==> src/rtl/signed_divider_sat.sv <==
// signed_divider_sat: iterative restoring signed divider with saturation.
// Accepts dividend/divisor over valid/ready, produces one quotient bit per
// cycle from the operand magnitudes, then applies the sign fixup. Divide by
// zero and MIN/-1 are flagged at capture and saturate the result.
// Optional build macro: SIGNED_DIV_FAST_EXIT_EN, which lets the special cases
// bypass the iteration so their result is ready one cycle after capture.
//
// state | meaning
// IDLE  | waiting for operands, in_ready=1
// CALC  | N restoring steps, then one fixup edge that registers the result
// DONE  | result presented, waiting for out_ready
module signed_divider_sat #(
  parameter int N = 8
) (
  input  logic         clk,
  input  logic         rst_n,
  input  logic         in_valid,
  output logic         in_ready,
  input  logic [N-1:0] a,
  input  logic [N-1:0] b,
  output logic         out_valid,
  input  logic         out_ready,
  output logic [N-1:0] quotient,
  output logic [N-1:0] remainder,
  output logic         ov,
  output logic         uv,
  output logic         dz
);

  localparam int CW = $clog2(N + 1);
  localparam logic [N-1:0] MAX_VAL = {1'b0, {(N-1){1'b1}}};
  localparam logic [N-1:0] MIN_VAL = {1'b1, {(N-1){1'b0}}};

  typedef enum logic [1:0] {
    IDLE = 2'd0,
    CALC = 2'd1,
    DONE = 2'd2
  } state_t;

  state_t        state_q, state_d;
  logic [CW-1:0] cnt_q, cnt_d;
  logic          sa_q, sa_d;
  logic          sb_q, sb_d;
  logic [N-1:0]  a_q, a_d;
  logic [N-1:0]  mag_b_q, mag_b_d;
  // Holds the dividend magnitude; quotient bits shift in from the LSB side.
  logic [N-1:0]  quo_q, quo_d;
  logic [N:0]    rem_q, rem_d;
  logic          is_dz_q, is_dz_d;
  logic          is_mm_q, is_mm_d;

  logic [N-1:0]  quotient_q, quotient_d;
  logic [N-1:0]  remainder_q, remainder_d;
  logic          ov_q, ov_d;
  logic          uv_q, uv_d;
  logic          dz_q, dz_d;
  logic          out_valid_q, out_valid_d;
  logic          in_ready_q, in_ready_d;

  logic [N-1:0]  abs_a;
  logic [N-1:0]  abs_b;
  logic          cap_dz;
  logic          cap_mm;
  logic [N:0]    shifted;
  logic [N+1:0]  diff;
  logic [N-1:0]  q_neg;
  logic [N-1:0]  r_neg;

  // |MIN| = 2^(N-1) is representable as an N-bit unsigned magnitude.
  assign abs_a  = a[N-1] ? (~a + 1'b1) : a;
  assign abs_b  = b[N-1] ? (~b + 1'b1) : b;
  assign cap_dz = (b == '0);
  assign cap_mm = (a == MIN_VAL) && (b == {N{1'b1}});

  // One restoring step: bring in the next dividend bit and trial-subtract.
  assign shifted = {rem_q[N-1:0], quo_q[N-1]};
  assign diff    = {1'b0, shifted} - {2'b00, mag_b_q};
  assign q_neg   = ~quo_q + 1'b1;
  assign r_neg   = ~rem_q[N-1:0] + 1'b1;

  // State and datapath registers; reset clears every visible output.
  always_ff @(posedge clk or negedge rst_n) begin
    if (!rst_n) begin
      state_q     <= IDLE;
      cnt_q       <= '0;
      sa_q        <= 1'b0;
      sb_q        <= 1'b0;
      a_q         <= '0;
      mag_b_q     <= '0;
      quo_q       <= '0;
      rem_q       <= '0;
      is_dz_q     <= 1'b0;
      is_mm_q     <= 1'b0;
      quotient_q  <= '0;
      remainder_q <= '0;
      ov_q        <= 1'b0;
      uv_q        <= 1'b0;
      dz_q        <= 1'b0;
      out_valid_q <= 1'b0;
      in_ready_q  <= 1'b0;
    end else begin
      state_q     <= state_d;
      cnt_q       <= cnt_d;
      sa_q        <= sa_d;
      sb_q        <= sb_d;
      a_q         <= a_d;
      mag_b_q     <= mag_b_d;
      quo_q       <= quo_d;
      rem_q       <= rem_d;
      is_dz_q     <= is_dz_d;
      is_mm_q     <= is_mm_d;
      quotient_q  <= quotient_d;
      remainder_q <= remainder_d;
      ov_q        <= ov_d;
      uv_q        <= uv_d;
      dz_q        <= dz_d;
      out_valid_q <= out_valid_d;
      in_ready_q  <= in_ready_d;
    end
  end

  // Next-state, capture, iteration and fixup.
  always_comb begin
    state_d     = state_q;
    cnt_d       = cnt_q;
    sa_d        = sa_q;
    sb_d        = sb_q;
    a_d         = a_q;
    mag_b_d     = mag_b_q;
    quo_d       = quo_q;
    rem_d       = rem_q;
    is_dz_d     = is_dz_q;
    is_mm_d     = is_mm_q;
    quotient_d  = quotient_q;
    remainder_d = remainder_q;
    ov_d        = ov_q;
    uv_d        = uv_q;
    dz_d        = dz_q;

    case (state_q)
      IDLE: begin
        if (in_valid && in_ready_q) begin
          sa_d    = a[N-1];
          sb_d    = b[N-1];
          a_d     = a;
          mag_b_d = abs_b;
          quo_d   = abs_a;
          rem_d   = '0;
          is_dz_d = cap_dz;
          is_mm_d = cap_mm;
          cnt_d   = CW'(N);
`ifdef SIGNED_DIV_FAST_EXIT_EN
          // Special results are known already; go straight to the fixup edge.
          if (cap_dz || cap_mm) begin
            cnt_d = '0;
          end
`endif
          state_d = CALC;
        end
      end

      CALC: begin
        if (cnt_q == '0) begin
          ov_d = 1'b0;
          uv_d = 1'b0;
          dz_d = 1'b0;
          if (is_dz_q) begin
            dz_d        = 1'b1;
            remainder_d = a_q;
            if (sa_q) begin
              quotient_d = MIN_VAL;
              uv_d       = 1'b1;
            end else begin
              quotient_d = MAX_VAL;
              ov_d       = 1'b1;
            end
          end else if (is_mm_q) begin
            quotient_d  = MAX_VAL;
            remainder_d = '0;
            ov_d        = 1'b1;
          end else begin
            // |q| = 2^(N-1) only occurs with a negative result, so -qmag wraps to MIN.
            quotient_d  = (sa_q ^ sb_q) ? q_neg : quo_q;
            remainder_d = sa_q ? r_neg : rem_q[N-1:0];
          end
          state_d = DONE;
        end else begin
          if (!diff[N+1]) begin
            rem_d = diff[N:0];
            quo_d = {quo_q[N-2:0], 1'b1};
          end else begin
            rem_d = shifted;
            quo_d = {quo_q[N-2:0], 1'b0};
          end
          cnt_d = cnt_q - 1'b1;
        end
      end

      DONE: begin
        if (out_ready) begin
          state_d = IDLE;
        end
      end

      default: begin
        state_d = IDLE;
      end
    endcase

    // Handshake flags are registered from the next state so they stay low in reset.
    in_ready_d  = (state_d == IDLE);
    out_valid_d = (state_d == DONE);
  end

  assign in_ready  = in_ready_q;
  assign out_valid = out_valid_q;
  assign quotient  = quotient_q;
  assign remainder = remainder_q;
  assign ov        = ov_q;
  assign uv        = uv_q;
  assign dz        = dz_q;

endmodule

==> config.mk <==
export PLATFORM = sky130hd
export DESIGN_NAME = signed_divider_sat
export DESIGN_NICKNAME = d
export VERILOG_FILES = /design/src/rtl/signed_divider_sat.sv
export SDC_FILE = /design/constraint.sdc
export NUM_CORES = 1
export LEC_CHECK = 0
export CAP_MARGIN = 10
export CORE_ASPECT_RATIO = 0.9
export CORE_MARGIN = 2
export CORE_UTILIZATION = 35
export CTS_BUF_LIST = sky130_fd_sc_hd__clkbuf_16
export DETAILED_ROUTE_END_ITERATION = 8
export SKIP_CTS_REPAIR_TIMING = 1
export SYNTH_ARGS = -nofsm -noshare
export SYNTH_HDL_FRONTEND = slang
export SYNTH_SLANG_ARGS = --single-unit
==> constraint.sdc <==
create_clock -name clk -period 2.07 [get_ports clk]
set_input_delay 0.3105 -clock clk [delete_from_list [all_inputs] [get_ports clk]]
set_output_delay 0.3105 -clock clk [all_outputs]
set_load 0.1 [all_outputs]
==> impl_metrics.env, run 1 <==
export IMPL_ys_dominant_reg_cell="dfrtp_1"
export IMPL_syn_num_nets=425
export IMPL_critPathMaxFanout=11
export IMPL_routedWlPerCell_um=14.88
export IMPL_dr_total_vias=3034
export IMPL_antenna_found_initial=0
export IMPL_synth_edf_count=0
export IMPL_async_flop_share_pct=100.0
export IMPL_path_cells="ha_1 > nor2_1 > a2111oi_2 > or2_1 > buf_12 > mux2i_1 > o21ai_1"
export IMPL_post_route_util_pct=47.74
export IMPL_dr_first_iter_drc_count=193
export IMPL_violations="hold timing"
export IMPL_crit_path_start_kind="flop"
export IMPL_remaining_drc_errors=0
export IMPL_antenna_left=0
export IMPL_crit_type="reg -> reg"
export IMPL_syn_area_um2=3516
export IMPL_multi_input_area_um2=1829
export IMPL_yosys_register_bits=62
export IMPL_routed_wirelength_um=8886
export IMPL_netlist_cell_type_count=50
export IMPL_cp_data_required_time_ns=2.28
export IMPL_finalCritPeriodShare_pct=95.23
export IMPL_cpPeakStageDelay_ns=0.39
export IMPL_cts_tree="built"
export IMPL_finalSetupViolCount=0
export IMPL_skew_ns=0.005133
export IMPL_fp_dieW_um=109.6
export IMPL_run_status="finished, violations left"
export IMPL_drv_slew=0
export IMPL_nets=502
export IMPL_final_cell_area_um2=4651
export IMPL_setup_tns_final_ns=0
export IMPL_initial_utilization_pct=36.09
export IMPL_io_pins=41
export IMPL_layout_drive_gt1_share_pct=20.81
export IMPL_avgSynthCellArea_um2=9.038
export IMPL_fillCellCount=946
export IMPL_dp_hpwl_um=6639
export IMPL_hold_class="in -> async"
export IMPL_synth_area_leaders="dfrtp_1 44%, nand2_1 7.2%, ha_1 5.3%, xnor2_1 5.0%, o21ai_0 4.1%"
export IMPL_crit_path_end_kind="flop"
export IMPL_root_buffer="clkbuf_16"
export IMPL_fmaxAchievable_ghz=0.5073
export IMPL_area_growth_pct=32.28
export IMPL_routabilityCongestion=0.8660
export IMPL_cts_clk_slew_worst_paths_ns=0.06
export IMPL_firstDrtPassIters=5
export IMPL_die_area_um2=10860
export IMPL_maxCapViolations=0
export IMPL_clock_sinks=62
export IMPL_postPlaceCellArea_um2=4283
export IMPL_clk_insertion_delay_late_ns=0.33
export IMPL_clock_path_buffers=2
export IMPL_yosysSeqAreaShare_pct=44.13
export IMPL_mostFrequentLayoutCells="67 x nand2_1, 62 x dfrtp_1, 62 x buf_4, 29 x o21ai_0, 26 x inv_1"
export IMPL_yosysWarnings=0
export IMPL_via_per_inst=5.082
export IMPL_grt_max_degree=63
export IMPL_grtUsageTotal_pct=17.69
export IMPL_final_common_cell="nand2_1"
export IMPL_fp_dieH_um=99.08
export IMPL_cts_buffers=9
export IMPL_cp_slowest_cell="dfrtp_1"
export IMPL_grt_pass1_wl_um=14800
export IMPL_port_buffers=40
export IMPL_grt_pass1_vias=2885
export IMPL_worst_pin_slew_ns=0.4912
export IMPL_cts_max_level=3
export IMPL_core_um2=9742
export IMPL_antenna_cells=0
export IMPL_slew_headroom_pct=67.22
export IMPL_synthCells=389
export IMPL_rows=34
export IMPL_timing_final_hold_violations=18
export IMPL_overflow=0
export IMPL_synth_top_cell_by_area="dfrtp_1"
export IMPL_synth_top_area_share_pct=44.13
export IMPL_fin_crit_ns=1.971
export IMPL_critical_path_arrival_ns=2.18
export IMPL_whs_ns=-0.01772
export IMPL_final_seq_area_um2=1551
## cell type report
| cell class | count | area share, % |
|---|---|---|
| flip-flops and latches | 62 | 33.36 |
| well taps | 126 | 3.390 |
| clock buffers | 9 | 4.843 |
| multi-input cells | 284 | 39.33 |
| clock inverters | 7 | 2.125 |
| inverters | 26 | 2.098 |
| repair buffers | 83 | 14.85 |
## flip-flops by register name, indices dropped and copies added (netlist names)
name       count
remainder      8
quotient       8
out_valid      1
a_q            7
is_dz_q        1
is_mm_q        1
state_q        2
quo_q          8
sb_q           1
dz             1
rem_q          8
uv             1
sa_q           1
cnt_q          4
ov             1
in_ready       1
mag_b_q        8
## worst max-delay path, delay by kind of cell (launching register included)
kind                       cells  cell delay (ns)
AOI/OAI and AO/OA              2             0.43
DFF                            1             0.39
adders and majority gates      1             0.34
and+or+nand+nor                2             0.29
muxes                          1             0.23
buffers and inverters          1             0.14
## final timing paths
| path | startpoint | end | slack [ns] | cells past startpoint |
|---|---|---|---|---|
| max | rem_q[1] | rem_q[2] | 0.1 | 7 |
| min | rst_n | mag_b_q[7] | -0.02 | 2 |
| max reg2reg | rem_q[1] | rem_q[2] | 0.1 | 7 |
| min reg2reg | quotient[4] | quotient[4] | 0.48 | 1 |
| max in group asynchronous | rst_n | remainder[6] | 1.80 | 2 |
| min in group clk | quotient[4] | quotient[4] | 0.48 | 1 |
## synth_stat cells (3+ instances only)
library cell / n
a211oi_1: 3
o221ai_1: 3
nand2b_1: 6
xnor2_1: 20
o31ai_1: 4
a31oi_1: 4
ha_1: 15
o211ai_1: 4
a22oi_1: 5
inv_1: 26
nand2_1: 67
or3_1: 3
clkbuf_1: 14
xor2_1: 10
nor3_1: 4
nand3_1: 9
a21oi_1: 17
a21o_1: 7
o21ai_1: 5
nand4_1: 5
o22ai_1: 4
nor2_1: 24
mux2i_1: 6
o21ai_0: 29
dfrtp_1: 62
## stage by stage
stage                     setup slack, ns  cells
after global routing            -0.006534    597
after floorplan                   0.04188    389
final                             0.09884    597
after detailed placement          -0.1915    580
after CTS                        -0.01491    596
after global placement            -0.1435    580
## metal layers
layer	global-route usage, %	part of all wire [%]	up-vias
li1	-	-	1504
met1	27.50	52	1441
met2	24.36	42	79
met3	3.902	5.2	10
met4	4.966	1.3	0
met5	0	0	-
## logic make-up after synthesis
group                      share of synthesized area [%]
muxes                                              2.029
DFF                                                44.13
and+or+nand+nor                                    17.19
AOI/OAI and AO/OA                                  18.40
xor gates and xnor gates                           7.473
adders and majority gates                          5.907
buffers and inverters                              4.875
Power of run 1 is not shown: default switching activity piles up to over one toggle a cycle in this logic, so the estimate is an artifact.
==> run 2: changes to the inputs <==
Settings changed: CORE_MARGIN 2 to 10.
==> run 2 against run 1 <==
Effect of this change:
- the run now ends clean
- utilization increased by 0.71 points
- clock skew about the same
- worst setup slack got worse by 0.00053 ns
- wire length increased by 7.0%
- cell area increased by 1.5%
- via count decreased by 0.16%
- non-clock buffer count increased by 2
- worst hold slack improved by 0.37 ns
- critical endpoint is now rem_q[6]
==> impl_metrics.env, run 2 (synthesis results as in run 1) <==
export IMPL_critical_path_arrival_ns=2.17
export IMPL_dr_first_iter_drc_count=226
export IMPL_final_common_cell="nand2_1"
export IMPL_r2r_start="quo_q[7]"
export IMPL_grt_pass1_wl_um=15700
export IMPL_root_buffer="clkbuf_16"
export IMPL_overflow=0
export IMPL_routed_wirelength_um=9510
export IMPL_multi_input_area_um2=1843
export IMPL_finalCritPeriodShare_pct=95.25
export IMPL_maxCapViolations=0
export IMPL_cts_max_level=3
export IMPL_cts_clk_slew_worst_paths_ns=0.06
export IMPL_die_area_um2=14460
export IMPL_finalSetupViolCount=0
export IMPL_reg2reg_depth=9
export IMPL_fp_dieH_um=115.1
export IMPL_nets=504
export IMPL_grt_use_met3_pct=3.636
export IMPL_worst_r2r_setup_slack_ns=0.1
export IMPL_crit_path_start_kind="flop"
export IMPL_grt_max_degree=42
export IMPL_antenna_found_initial=0
export IMPL_clk_insertion_delay_late_ns=0.33
export IMPL_path_cells="inv_1 > ha_1 > inv_1 > fa_2 > a211oi_2 > o21bai_1 > a21oi_1 > xor2_1 > o221ai_1"
export IMPL_postPlaceCellArea_um2=4273
export IMPL_cpPeakStageDelay_ns=0.37
export IMPL_rows=34
export IMPL_mostFrequentLayoutCells="67 x nand2_1, 62 x dfrtp_1, 61 x buf_4, 29 x o21ai_0, 25 x inv_1"
export IMPL_path_common_cell="inv_1"
export IMPL_io_pins=41
export IMPL_grtUsageTotal_pct=13.16
export IMPL_cts_buffers=9
export IMPL_fin_crit_ns=1.972
export IMPL_antenna_cells=0
export IMPL_port_buffers=40
export IMPL_crit_type="reg -> reg"
export IMPL_routabilityCongestion=0.8813
export IMPL_cts_tree="built"
export IMPL_remaining_drc_errors=0
export IMPL_whs_ns=0.3517
export IMPL_core_um2=9742
export IMPL_hold_class="in -> async"
export IMPL_layout_drive_gt1_share_pct=21.14
export IMPL_fillCellCount=929
export IMPL_dr_total_vias=3029
export IMPL_grt_pass1_vias=3077
export IMPL_clock_sinks=62
export IMPL_via_per_inst=5.057
export IMPL_slew_headroom_pct=73.55
export IMPL_clock_path_buffers=2
export IMPL_timing_final_hold_violations=0
export IMPL_run_status="finished, final reports clean"
export IMPL_final_seq_area_um2=1551
export IMPL_fmaxAchievable_ghz=0.5072
export IMPL_routedWlPerCell_um=15.88
export IMPL_final_cell_area_um2=4720
export IMPL_cp_data_required_time_ns=2.27
export IMPL_busiest_layer="met2"
export IMPL_post_route_util_pct=48.45
export IMPL_grt_met1_usage_pct=18.58
export IMPL_initial_utilization_pct=36.09
export IMPL_drv_slew=0
export IMPL_area_growth_pct=34.23
export IMPL_critPathMaxFanout=2
export IMPL_timing_rr_end="rem_q[6]"
export IMPL_fp_dieW_um=125.6
export IMPL_antenna_left=0
export IMPL_worst_pin_slew_ns=0.3955
export IMPL_dp_hpwl_um=6969
export IMPL_skew_ns=0.004955
export IMPL_cp_slowest_cell="dfrtp_1"
export IMPL_firstDrtPassIters=4
export IMPL_use_met2_pct=18.59
export IMPL_crit_path_end_kind="flop"
run 2: worst max path at each step:
stage	from	to	slack (ns)	depth (start not counted)
after floorplan	in_ready	quo_q[1]	0.04	7
after global placement	b[0]	mag_b_q[6]	-0.12	8
after detailed placement	b[0]	mag_b_q[6]	-0.20	8
after CTS	cnt_q[0]	quo_q[5]	-0.01	7
after global routing	cnt_q[0]	quo_q[5]	-0.02	8
final	quo_q[7]	rem_q[6]	0.1	9
run 2: cell type report:
| cell class | instances | area share (%) |
|---|---|---|
| multi-input combinational | 284 | 39.05 |
| sequential | 62 | 32.87 |
| timing repair buffer | 85 | 15.22 |
| clock buffer | 9 | 4.772 |
| tap | 126 | 3.340 |
| clock inverter | 7 | 2.598 |
| inverter | 26 | 2.147 |
run 2: metrics by stage:
stage / worst slack (ns) / setup TNS (ns) / instances
finish: 0.09831 / 0 / 599
global placement: -0.1186 / -0.2157 / 577
global route: -0.01755 / -0.04187 / 599
floorplan: 0.04188 / 0 / 389
CTS: -0.01494 / -0.04465 / 593
detailed placement: -0.2009 / -0.4800 / 577
run 2: worst max-delay path, delay by kind of cell (launching register included):
kind                     cells  cell delay (ns)
AO/OA/AOI/OAI                4             0.65
XOR/XNOR                     1             0.17
adder cells (fa/ha/maj)      2             0.51
buffers and inverters        2             0.14
flip-flops                   1             0.37
run 2: routing by layer:
metal	part of all wire (%)	wire length (um)
met5	0	0
met3	6.4	612
met4	1.2	113
met2	43	4058
met1	50	4725
Power of run 2 is left out for the same reason.
==> run 3: changes to the inputs <==
Settings changed: GPL_ROUTABILITY_DRIVEN from default to 0.
==> results of run 3 <==
The final DEF is identical to that of run 2; final timing and power are the same.
Power of run 3 is left out for the same reason.
